## config.mk

```make
export PLATFORM = sky130hd
export DESIGN_NAME = encrypt_stream
export DESIGN_NICKNAME = d
export VERILOG_FILES = /design/src/rtl/encrypt_stream.sv
export SDC_FILE = /design/constraint.sdc
export NUM_CORES = 1
export LEC_CHECK = 0
export CAP_MARGIN = 20
export CELL_PAD_IN_SITES_DETAIL_PLACEMENT = 1
export CELL_PAD_IN_SITES_GLOBAL_PLACEMENT = 2
export CORE_MARGIN = 3
export CORE_UTILIZATION = 30
export CTS_CLUSTER_DIAMETER = 80
export DETAILED_ROUTE_END_ITERATION = 16
export HOLD_SLACK_MARGIN = 0.06
export PLACE_DENSITY = 0.87
export SYNTH_ARGS = -nofsm -noshare
export SYNTH_HDL_FRONTEND = slang
export SYNTH_SLANG_ARGS = --single-unit
export TNS_END_PERCENT = 5
```

## constraint.sdc

```tcl
create_clock -name i_w_clk -period 9.1 [get_ports i_w_clk]
set_input_delay 2.275 -clock i_w_clk [delete_from_list [all_inputs] [get_ports i_w_clk]]
set_output_delay 2.275 -clock i_w_clk [all_outputs]
set_load 0.02 [all_outputs]
```

## src/rtl/encrypt_stream.sv

```systemverilog
// -----------------------------------------------------------------------------
// encrypt_stream
//
// Sequential byte-stream encryptor, the transmit-side counterpart of decrypt.
// A start strobe latches a multi-character secret. Plaintext bytes then arrive
// over a valid/ready handshake. Each byte is added (mod 256) to the next secret
// character, cycling through the key. The result leaves through a one-deep
// registered output stage with valid/ready, a last marker and a done pulse.
//
// Parameters
//   p_secret_length : number of 8-bit characters in the secret (>= 1)
//   p_index_width   : key index width, 2**p_index_width >= p_secret_length
//
// Ports
//   i_w_clk          : clock, rising edge
//   i_w_rst          : synchronous active-high reset
//   i_w_start        : one-cycle strobe, latches secret and begins a message
//   i_w_secret       : secret, most significant byte is character 0
//   i_w_text         : plaintext byte
//   i_w_text_valid   : plaintext byte present
//   i_w_text_last    : plaintext byte is the final byte of the message
//   o_r_text_ready   : block accepts plaintext this cycle
//   o_r_cipher       : cipher byte
//   o_r_cipher_valid : cipher byte present
//   o_r_cipher_last  : cipher byte is the final byte of the message
//   i_w_cipher_ready : downstream accepts the cipher byte
//   o_r_busy         : message in progress
//   o_r_done         : one-cycle pulse after the last cipher byte handshakes
//
// Optional feature macro: ENCRYPT_ALPHA_ONLY_EN
//   When defined, bytes outside 'A'..'Z' and 'a'..'z' pass through unchanged
//   and do not advance the key index.
// -----------------------------------------------------------------------------
module encrypt_stream #(
  parameter int p_secret_length = 6,
  parameter int p_index_width   = 3
) (
  input  logic                         i_w_clk,
  input  logic                         i_w_rst,
  input  logic                         i_w_start,
  input  logic [p_secret_length*8-1:0] i_w_secret,
  input  logic [7:0]                   i_w_text,
  input  logic                         i_w_text_valid,
  input  logic                         i_w_text_last,
  output logic                         o_r_text_ready,
  output logic [7:0]                   o_r_cipher,
  output logic                         o_r_cipher_valid,
  output logic                         o_r_cipher_last,
  input  logic                         i_w_cipher_ready,
  output logic                         o_r_busy,
  output logic                         o_r_done
);

  typedef enum logic [1:0] {
    S_IDLE  = 2'd0,
    S_RUN   = 2'd1,
    S_FLUSH = 2'd2
  } state_t;

  state_t                       r_state;
  state_t                       w_state_nxt;
  logic [p_secret_length*8-1:0] r_key;
  logic [p_index_width-1:0]     r_idx;
  logic [p_index_width-1:0]     w_idx_nxt;
  logic [7:0]                   w_key_chr;
  logic [7:0]                   w_cipher_nxt;
  logic                         w_advance;
  logic                         w_accept;
  logic                         w_handshake;
  logic                         w_start_ok;

  // Truncated 8-bit add, carry discarded.
  function automatic logic [7:0] add_mod256(input logic [7:0] a, input logic [7:0] b);
    return a + b;
  endfunction

`ifdef ENCRYPT_ALPHA_ONLY_EN
  function automatic logic is_letter(input logic [7:0] c);
    return ((c >= 8'h41) && (c <= 8'h5A)) || ((c >= 8'h61) && (c <= 8'h7A));
  endfunction
`endif

  // Handshake qualifiers. Ready is combinational on the downstream ready so a
  // byte can be replaced in the same cycle it drains (no bubble).
  always_comb begin
    o_r_text_ready = (r_state == S_RUN) && (!o_r_cipher_valid || i_w_cipher_ready);
    w_accept       = i_w_text_valid && o_r_text_ready;
    w_handshake    = o_r_cipher_valid && i_w_cipher_ready;
    // A start in the cycle done is pulsing is ignored.
    w_start_ok     = (r_state == S_IDLE) && i_w_start && !o_r_done;
  end

  // Next-state logic.
  always_comb begin
    w_state_nxt = r_state;
    case (r_state)
      S_IDLE: begin
        if (w_start_ok) w_state_nxt = S_RUN;
      end
      S_RUN: begin
        if (w_accept && i_w_text_last) w_state_nxt = S_FLUSH;
      end
      S_FLUSH: begin
        if (w_handshake && o_r_cipher_last) w_state_nxt = S_IDLE;
      end
      default: w_state_nxt = S_IDLE;
    endcase
  end

  // Key character selection: character 0 sits in the most significant byte.
  always_comb begin
    w_key_chr = 8'h00;
    for (int k = 0; k < p_secret_length; k++) begin
      if (r_idx == p_index_width'(k)) w_key_chr = r_key[8*(p_secret_length-1-k) +: 8];
    end
  end

  // Cipher computation and key index advance.
  always_comb begin
`ifdef ENCRYPT_ALPHA_ONLY_EN
    if (is_letter(i_w_text)) begin
      w_cipher_nxt = add_mod256(i_w_text, w_key_chr);
      w_advance    = 1'b1;
    end else begin
      w_cipher_nxt = i_w_text;
      w_advance    = 1'b0;
    end
`else
    w_cipher_nxt = add_mod256(i_w_text, w_key_chr);
    w_advance    = 1'b1;
`endif
    w_idx_nxt = r_idx;
    if (w_start_ok) begin
      w_idx_nxt = '0;
    end else if (w_accept && w_advance) begin
      if (r_idx == p_index_width'(p_secret_length - 1)) w_idx_nxt = '0;
      else w_idx_nxt = r_idx + 1'b1;
    end
  end

  // ---- registered state, key and one-deep output stage ----
  always_ff @(posedge i_w_clk) begin
    if (i_w_rst) begin
      r_state          <= S_IDLE;
      r_key            <= '0;
      r_idx            <= '0;
      o_r_cipher       <= 8'h00;
      o_r_cipher_valid <= 1'b0;
      o_r_cipher_last  <= 1'b0;
      o_r_busy         <= 1'b0;
      o_r_done         <= 1'b0;
    end else begin
      r_state  <= w_state_nxt;
      r_idx    <= w_idx_nxt;
      o_r_busy <= (w_state_nxt != S_IDLE);
      o_r_done <= (r_state == S_FLUSH) && (w_state_nxt == S_IDLE);
      if (w_start_ok) r_key <= i_w_secret;
      if (w_accept) begin
        o_r_cipher       <= w_cipher_nxt;
        o_r_cipher_valid <= 1'b1;
        o_r_cipher_last  <= i_w_text_last;
      end else if (w_handshake) begin
        o_r_cipher_valid <= 1'b0;
      end
    end
  end

endmodule

```

# --- Word-level counts from Yosys, hierarchy flattened ---
# Index checks and enable logic that the tools add are counted.
op_classes:
  n_div: 0
  bitwise: 0
  n_reduce_logical: 17
  multipliers: 0
  muxes: 13
  magnitude_cmp: 0
  shifts: 0
  add_sub_neg: 2
  eq_ne: 7
op_table:
  columns: ["operator", "n"]
  rows:
  - ["2-to-1 mux 8 bit", 6]
  - ["adder 8 bit", 1]
  - ["logical AND 1 bit", 8]
  - ["== test 3 x 2 -> 1 bit (second input constant)", 2]
  - ["== test 3 bit (second input constant)", 2]
  - ["2-to-1 mux 2 bit", 3]
  - ["one-hot mux 2 bit (3 select lines)", 1]
  - ["logical NOT 2 bit", 2]
  - ["nonzero test 2 bit", 2]
  - ["adder 3 x 1 -> 3 bit (second input constant)", 1]
  - ["== test 3 x 1 -> 1 bit (second input constant)", 1]
  - ["logical NOT 3 bit", 1]
  - ["2-to-1 mux 3 bit", 1]
  - ["== test 2 x 1 -> 1 bit (second input constant)", 1]
  - ["== test 2 bit (second input constant)", 1]
  - ["logical NOT 1 bit", 2]
  - ["2-to-1 mux 1 bit", 2]
  - ["OR reduction 2 bit", 1]
  - ["logical OR 1 bit", 1]
word_totals:
  memories: 0
  word_cells: 47
  reg_bits: 65
  ram_bits: 0
  inputBits: 62
  out_inout_bits: 13
  latch_bits: 0
  mem_bits_ro: 0

# --- Longest topological paths before layout ---
# Gate-level depths: netlist of run 1.
depth:
  word_depth: 9
  mapped_depth: 15
  mapped_depth_nobuf: 12

# --- Worst setup path before layout of run 1 ---
# Ideal clock, no wire load.
synth_timing:
  kind: "input to output"
  startpoint: "in i_w_cipher_ready"
  endpoint: "out o_r_text_ready"
  path_buffers: 0
  t_required_ps: 6825
  stages: 2
  t_arrival_ps: 2641
  slack_ps: 4184
  path_cell_list: "nand2b_1 > and2_1"
synth_via:
  elab_chain_len: 2
synth_lines:
  columns: ["item", "line", "rtl"]
  rows:
  - ["start: declaration", "49", "input logic i_w_cipher_ready,"]
  - ["logical OR 1 bit", "86", "o_r_text_ready = (r_state == S_RUN) && (!o_r_cipher_valid || i_w_cipher_ready);"]
  - ["logical AND 1 bit", "86", null]
  - ["end: declaration", "45", "output logic o_r_text_ready,"]
# No other way between the ends.

# --- Worst setup path in the final report of run 1 ---
# Same ends and word-level chain as after synthesis.

==> metrics.txt, run 1 <==
DR WL met3=270 um; synth warn=0; CP top delay family=buffers and inverters; Synth Area in Compound Gates=19.6%; # nets final=516; fill cell count=~1200; Syn Nets=about 450; critical path class=input pin to output pin; Setup Skew=slightly above 6 ps; total CTS buffers=9; PD cells=~170 nW/um2; TritonRoute pass-1 iters=4; Met2 Wirelength=4390 um; Max Fclk=about 170 MHz; share of cells above drive strength 1=under 10%; share of synthesized registers carrying an async set or reset=0%; n_diodes=0; Setup TNS Final=0 ps; final core utilization=between 40% and 50%; H-Tree Depth=3; Die Ht=107 um; I/O Pins=75; synthesized flop and latch total=between 60 and 70; Clock Sinks=65; Slew Limit Headroom=between 40% and 50%; drt via density=about 4.9; Syn Area/Cell=between 8 and 9 um2; hold path startpoint=r_key[12]$_SDFFE_PP0P_; routability congestion estimate=between 0.7 and 0.8; synth unique cells=42; Final ANT Viol Nets=0; cell type of the slowest stage on the worst timing path=clkdlybuf4s50_1; Max Used Layer=met4; wire per inst=about 15 um; post-CTS setup repair buffer count=0; critical-path maximum fanout=4; mux share of post-synthesis cell area=roughly 6.1%; post-CTS sizing=0; worst reg-to-reg path cell count=11; Die Width=107 um; Crit path buffers/inverters=2; DRT Wirelength=around 9000 um; simple-gate portion of the synthesized area=21.2%; Final min period=approximately 5900 ps; DIE AREA=between 10000 and 15000 um2; endpoint class of the critical path=output pin; Initial DRC Count=98; top_reg_cell synth=dfxtp_1; via count=between 2000 and 3000; hpwl dp=6280 um; DRC=0; maximum VDD drop=approximately 0.062 mV; CP Data Required Time=just under 7000 ps; Least-Margin Pin Slew=896 ps; Max Root-Sink Buffers=2; sequential fraction of the synthesis area=about 43%; Worst-Skew Late Latency=about 340 ps; Worst Setup EP=o_r_text_ready; Most common cell on crit path=clkdlybuf4s50_1; xor and xnor area share after synthesis=under 10%; worst slack at placement=about 3200 ps; final hold vios=0; total power=0.697 mW; number of synthesized flops with an enable pin=0; WP data arrival=around 3700 ps; Reg clk slew, reported paths=~70 ps; fin crit share=about two thirds; largest family of logic cells by synthesized area=simple AND/OR/NAND/NOR gates; final setup margin=about 3200 ps; routed length on met1=between 4000 and 5000 um; post-synthesis cell area=about 3100 um2; hold_buf cts=0; Hold Path Class=register to register; Crit path depth=4; grt ovf=0; area growth from synthesis to layout=33.0%; Max-Cap Viols=0; unrepaired setup endpoints after global routing=false; first-pass GRT wire length=roughly 14000 um; reg2reg end=o_r_cipher[7]$_SDFFE_PP0P_; num rows=36; max-slew violations=0; status=completed; final setup fails=0; Setup crit start=i_w_cipher_ready; initial antenna violation count=0; CP Launch Type=input pin; Starting Density=a little under a third; Cells after Synth=about 380; PortBufs=74; CP max stage delay=600 ps; reg2reg start=r_idx[0]$_SDFFE_PP0P_; LEAKAGE=1.50 nW; Post-Synth Adder-Cell Area=under 10%; worst reg-to-reg setup slack=between 5000 and 6000 ps; clock root buffer=clkbuf_8; CP Cell Sequence=clkdlybuf4s50_1, nand2b_1, and2_1, clkdlybuf4s50_1; largest net degree at the start of global routing=70; CTS tree=yes; Placeable Area=around 10000 um2; vias in the first global route=2988; global-route usage over all layers=about 16%
Yosys cell counts (all sizes together) (2+ instances only):
| master | number | area [um2] |
|---|---|---|
| a211oi | 3 | 22.5 |
| a21o | 8 | 60.1 |
| a21oi | 69 | 345 |
| a22o | 2 | 17.5 |
| a31oi | 2 | 12.5 |
| a32oi | 2 | 17.5 |
| and2 | 3 | 18.8 |
| buf | 14 | 95.1 |
| clkbuf | 12 | 45.0 |
| dfxtp | 65 | 1300 |
| ha | 8 | 100 |
| inv | 4 | 15.0 |
| mux2 | 3 | 37.5 |
| mux2i | 15 | 150 |
| nand2 | 107 | 402 |
| nand2b | 3 | 18.8 |
| nand3 | 5 | 25.0 |
| nand4 | 3 | 18.8 |
| nor2 | 15 | 56.3 |
| nor3 | 5 | 25.0 |
| nor4b | 3 | 32.5 |
| o21ai | 8 | 40.0 |
| o21bai | 2 | 15.0 |
| o32ai | 5 | 43.8 |
| xnor2 | 4 | 35.0 |
layout by cell type (no fill, tap or decap), types with 4 or more instances in the layout:
master / synthesis / layout
o32ai_1: 5 / 5
o21ai_0: 8 / 8
nor3_1: 5 / 5
clkdlybuf4s50_1: 0 / 73
a21oi_1: 69 / 69
clkbuf_8: 0 / 12
nand2_1: 107 / 107
ha_1: 8 / 8
dfxtp_1: 65 / 65
a21o_1: 8 / 8
inv_1: 4 / 4
mux2i_1: 15 / 15
nand3_1: 5 / 5
nor2_1: 15 / 15
xnor2_1: 4 / 4
where the power goes:
| group | switching [mW] | leakage (nW) | internal [mW] |
|---|---|---|---|
| sequential | 0.0123 | 0.532 | 0.304 |
| clock | 0.109 | 0.101 | 0.146 |
| combinational | 0.0651 | 0.865 | 0.0612 |
per-layer routing:
| layer | track usage [%] | up-vias |
|---|---|---|
| met5 | 0 | - |
| met4 | 5.66 | 0 |
| met3 | 3.55 | 15 |
| met2 | 26.8 | 45 |
| met1 | 19.9 | 1344 |
| li1 | - | 1437 |
flip-flops by register name (all words and copies together), names as in the netlist:
signal,flops
o_r_busy,1
r_key,48
o_r_cipher,8
o_r_cipher_last,1
o_r_done,1
r_idx,3
r_state,2
o_r_cipher_valid,1
cell type report:
class	count	area (um2)	area share, %
multi-input combinational	287	1610	39.6
clock buffer	12	165	4.06
sequential	65	1300	32.0
inverter	4	15.0	0.369
tap	133	166	4.09
timing repair buffer	78	769	18.9
clock inverter	2	37.5	0.924
worst reg2reg max path, delay by kind of cell (launching register included):
family | cells | cell delay (ps)
buffers and inverters | 1 | 220
and+or+nand+nor | 2 | 680
muxes | 1 | 310
adders and majority gates | 1 | 260
DFF | 1 | 910
AOI/OAI and AO/OA | 6 | 1300
worst min path at each step:
stage	to	slack (ps)	cells past startpoint
floorplan	r_key[7]$_SDFFE_PP0P_	430	2
global placement	o_r_cipher[3]$_SDFFE_PP0P_	440	2
detailed placement	r_key[42]$_SDFFE_PP0P_	450	2
CTS	r_key[42]$_SDFFE_PP0P_	460	2
global route	r_key[13]$_SDFFE_PP0P_	470	2
finish	r_key[12]$_SDFFE_PP0P_	460	2
stage by stage:
| stage | std cells | instance area (um2) | hold slack, ps |
|---|---|---|---|
| after floorplan | 382 | 3060 | 433 |
| final | 581 | 4060 | 457 |
| after CTS | 580 | 4050 | 458 |
| after global placement | 566 | 3850 | 441 |
| after global routing | 581 | 4060 | 466 |
| after detailed placement | 566 | 3850 | 448 |
cells by family (layout without fill, tap and decap cells):
kind of cell               count (synthesis)  in the layout
AOI/OAI and AO/OA                        104            104
xor gates and xnor gates                   5              5
adders and majority gates                  9              9
buffers and inverters                     30             96
DFF                                       65             65
muxes                                     18             18
and+or+nand+nor                          151            151
Power figures use the tool's default switching activity.
==> run 2, diff against run 1 <==
--- a/config.mk
+++ b/config.mk
@@ -9,11 +9,11 @@
 export CELL_PAD_IN_SITES_DETAIL_PLACEMENT = 1
 export CELL_PAD_IN_SITES_GLOBAL_PLACEMENT = 2
 export CORE_MARGIN = 3
-export CORE_UTILIZATION = 30
+export CORE_UTILIZATION = 28
 export CTS_CLUSTER_DIAMETER = 80
 export DETAILED_ROUTE_END_ITERATION = 16
 export HOLD_SLACK_MARGIN = 0.06
-export PLACE_DENSITY = 0.87
+export PLACE_DENSITY = 0.82
 export SYNTH_ARGS = -nofsm -noshare
 export SYNTH_HDL_FRONTEND = slang
 export SYNTH_SLANG_ARGS = --single-unit
==> constraint.sdc (replaced) <==
create_clock -name i_w_clk -period 5.8 [get_ports i_w_clk]
set_input_delay 1.45 -clock i_w_clk [delete_from_list [all_inputs] [get_ports i_w_clk]]
set_output_delay 1.45 -clock i_w_clk [all_outputs]
set_load 0.02 [all_outputs]
==> metrics.txt, run 2 (synthesized netlist as in run 1, its figures left out) <==
CP Launch Type=input pin; final setup fails=0; post-CTS setup repair buffer count=0; DRC=0; first-pass GRT wire length=roughly 15000 um; multi-input logic area=1610 um2; commonest non-fill, non-tap cell in the layout=nand2_1; Die Ht=around 110 um; Max-Cap Viols=0; Initial DRC Count=roughly 100; Max Root-Sink Buffers=2; CP max stage delay=approximately 600 ps; Inst Count DP=between 500 and 600; WP data arrival=around 2800 ps; fill cell count=1310; critical path class=input pin to output pin; Slew Limit Headroom=approximately two fifths; PD cells=254 nW/um2; hold_buf cts=0; routability congestion estimate=approximately 0.77; Clock Sinks=65; total CTS buffers=9; LEAKAGE=~1.5 nW; maximum VDD drop=about 0.084 mV; Largest regs=r_key: 48 flops, o_r_cipher: 8 flops, r_idx: 3 flops; final hold vios=0; Placeable Area=about 10000 um2; cell type of the slowest stage on the worst timing path=clkdlybuf4s50_1; initial antenna violation count=0; max reg flops=48; Worst-Skew Late Latency=between 300 and 400 ps; commonest non-fill, non-tap cells in the layout=nand2_1 (107), clkdlybuf4s50_1 (73), a21oi_1 (69); fin crit share=between 70 and 80%; CTS tree=yes; Max Fclk=233 MHz; PortBufs=74; I/O Pins=75; Most common cell on crit path=clkdlybuf4s50_1; share of cells above drive strength 1=a little under 5%; TritonRoute pass-1 iters=4; sequential standard cell area=~1300 um2; Hold Path Class=register to register; Final ANT Viol Nets=0; Die Width=110 um; largest net degree at the start of global routing=53; CP Cell Sequence=clkdlybuf4s50_1, nand2b_1, and2_1, clkdlybuf4s50_1; wire per inst=approximately 15 um; area growth from synthesis to layout=31.4%; DRT Wirelength=between 8000 and 9000 um; max-slew violations=0; Setup Skew=7.37 ps; grt ovf=0; Setup TNS Final=0 ps; most flop-heavy register=r_key; H-Tree Depth=3; clock root buffer=clkbuf_8; endpoint class of the critical path=output pin; hpwl dp=between 6000 and 7000 um; Least-Margin Pin Slew=between 800 and 900 ps; Final min period=around 4300 ps; post-CTS sizing=0; drt via density=about 4.8; n_diodes=0; Starting Density=slightly below 30%; Non-Filler Instances=about 590; DIE AREA=12200 um2; Reg clk slew, reported paths=roughly 70 ps; # nets final=between 500 and 600; status=completed; global-route usage over all layers=14.5%; vias in the first global route=between 2000 and 3000; CP Data Required Time=~4400 ps; unrepaired setup endpoints after global routing=false; num rows=37; via count=between 2000 and 3000; critical-path maximum fanout=4
## run 2: changes by cell type in the layout (fill, tap and decap cells not counted), sizes merged
cell and change:
buf -1, bufinv -1, clkbuf -1, clkinv +2, clkinvlp +2
## run 2: layout make-up
class | instances | share of cell area (%)
multi-input cells | 287 | 40.0
well taps | 136 | 4.24
inverters | 4 | 0.374
clock buffers | 11 | 3.27
repair buffers | 77 | 18.9
flip-flops and latches | 65 | 32.4
clock inverters | 5 | 0.810
## run 2: where the power goes
group	switching [mW]	internal (mW)
clock network	0.178	0.154
logic	0.0995	0.0944
registers	0.0191	0.476
total	0.297	0.724
## run 2: final timing paths
check / end / from / depth (start not counted) / slack (ps)
max: o_r_text_ready / i_w_cipher_ready / 4 / 1510
min reg2reg: r_key[5]$_SDFFE_PP0P_ / r_key[5]$_SDFFE_PP0P_ / 2 / 460
max reg2reg: o_r_cipher[7]$_SDFFE_PP0P_ / r_idx[0]$_SDFFE_PP0P_ / 11 / 2310
min: r_key[5]$_SDFFE_PP0P_ / r_key[5]$_SDFFE_PP0P_ / 2 / 460
## run 2: worst max-delay path: cells and delay by family
| family | cells | cell delay, ps |
|---|---|---|
| simple gates | 2 | 300 |
| buf+inv | 2 | 1080 |
## run 2: per-stage QoR
| step | utilization [%] | total power [mW] | worst slack [ps] | instance area, um2 | hold WS, ps |
|---|---|---|---|---|---|
| 3_5_place_dp | 36.8 | 0.702 | 1520 | 3850 | 446 |
| 6_report | 38.4 | 1.02 | 1510 | 4020 | 456 |
| 4_1_cts | 38.4 | 1.03 | 1510 | 4020 | 457 |
| 5_1_grt | 38.4 | 1.08 | 1490 | 4020 | 477 |
| 2_1_floorplan | - | 0.617 | 2530 | 3060 | 433 |
| 3_3_place_gp | 36.8 | 0.697 | 1560 | 3850 | 440 |
## run 2: per-layer routing
layer	up-vias	track usage, %	wire length (um)
li1	1438	-	-
met1	1302	18.6	4020
met2	45	24.2	4110
met3	12	2.63	239
met4	0	5.50	154
met5	-	0	0
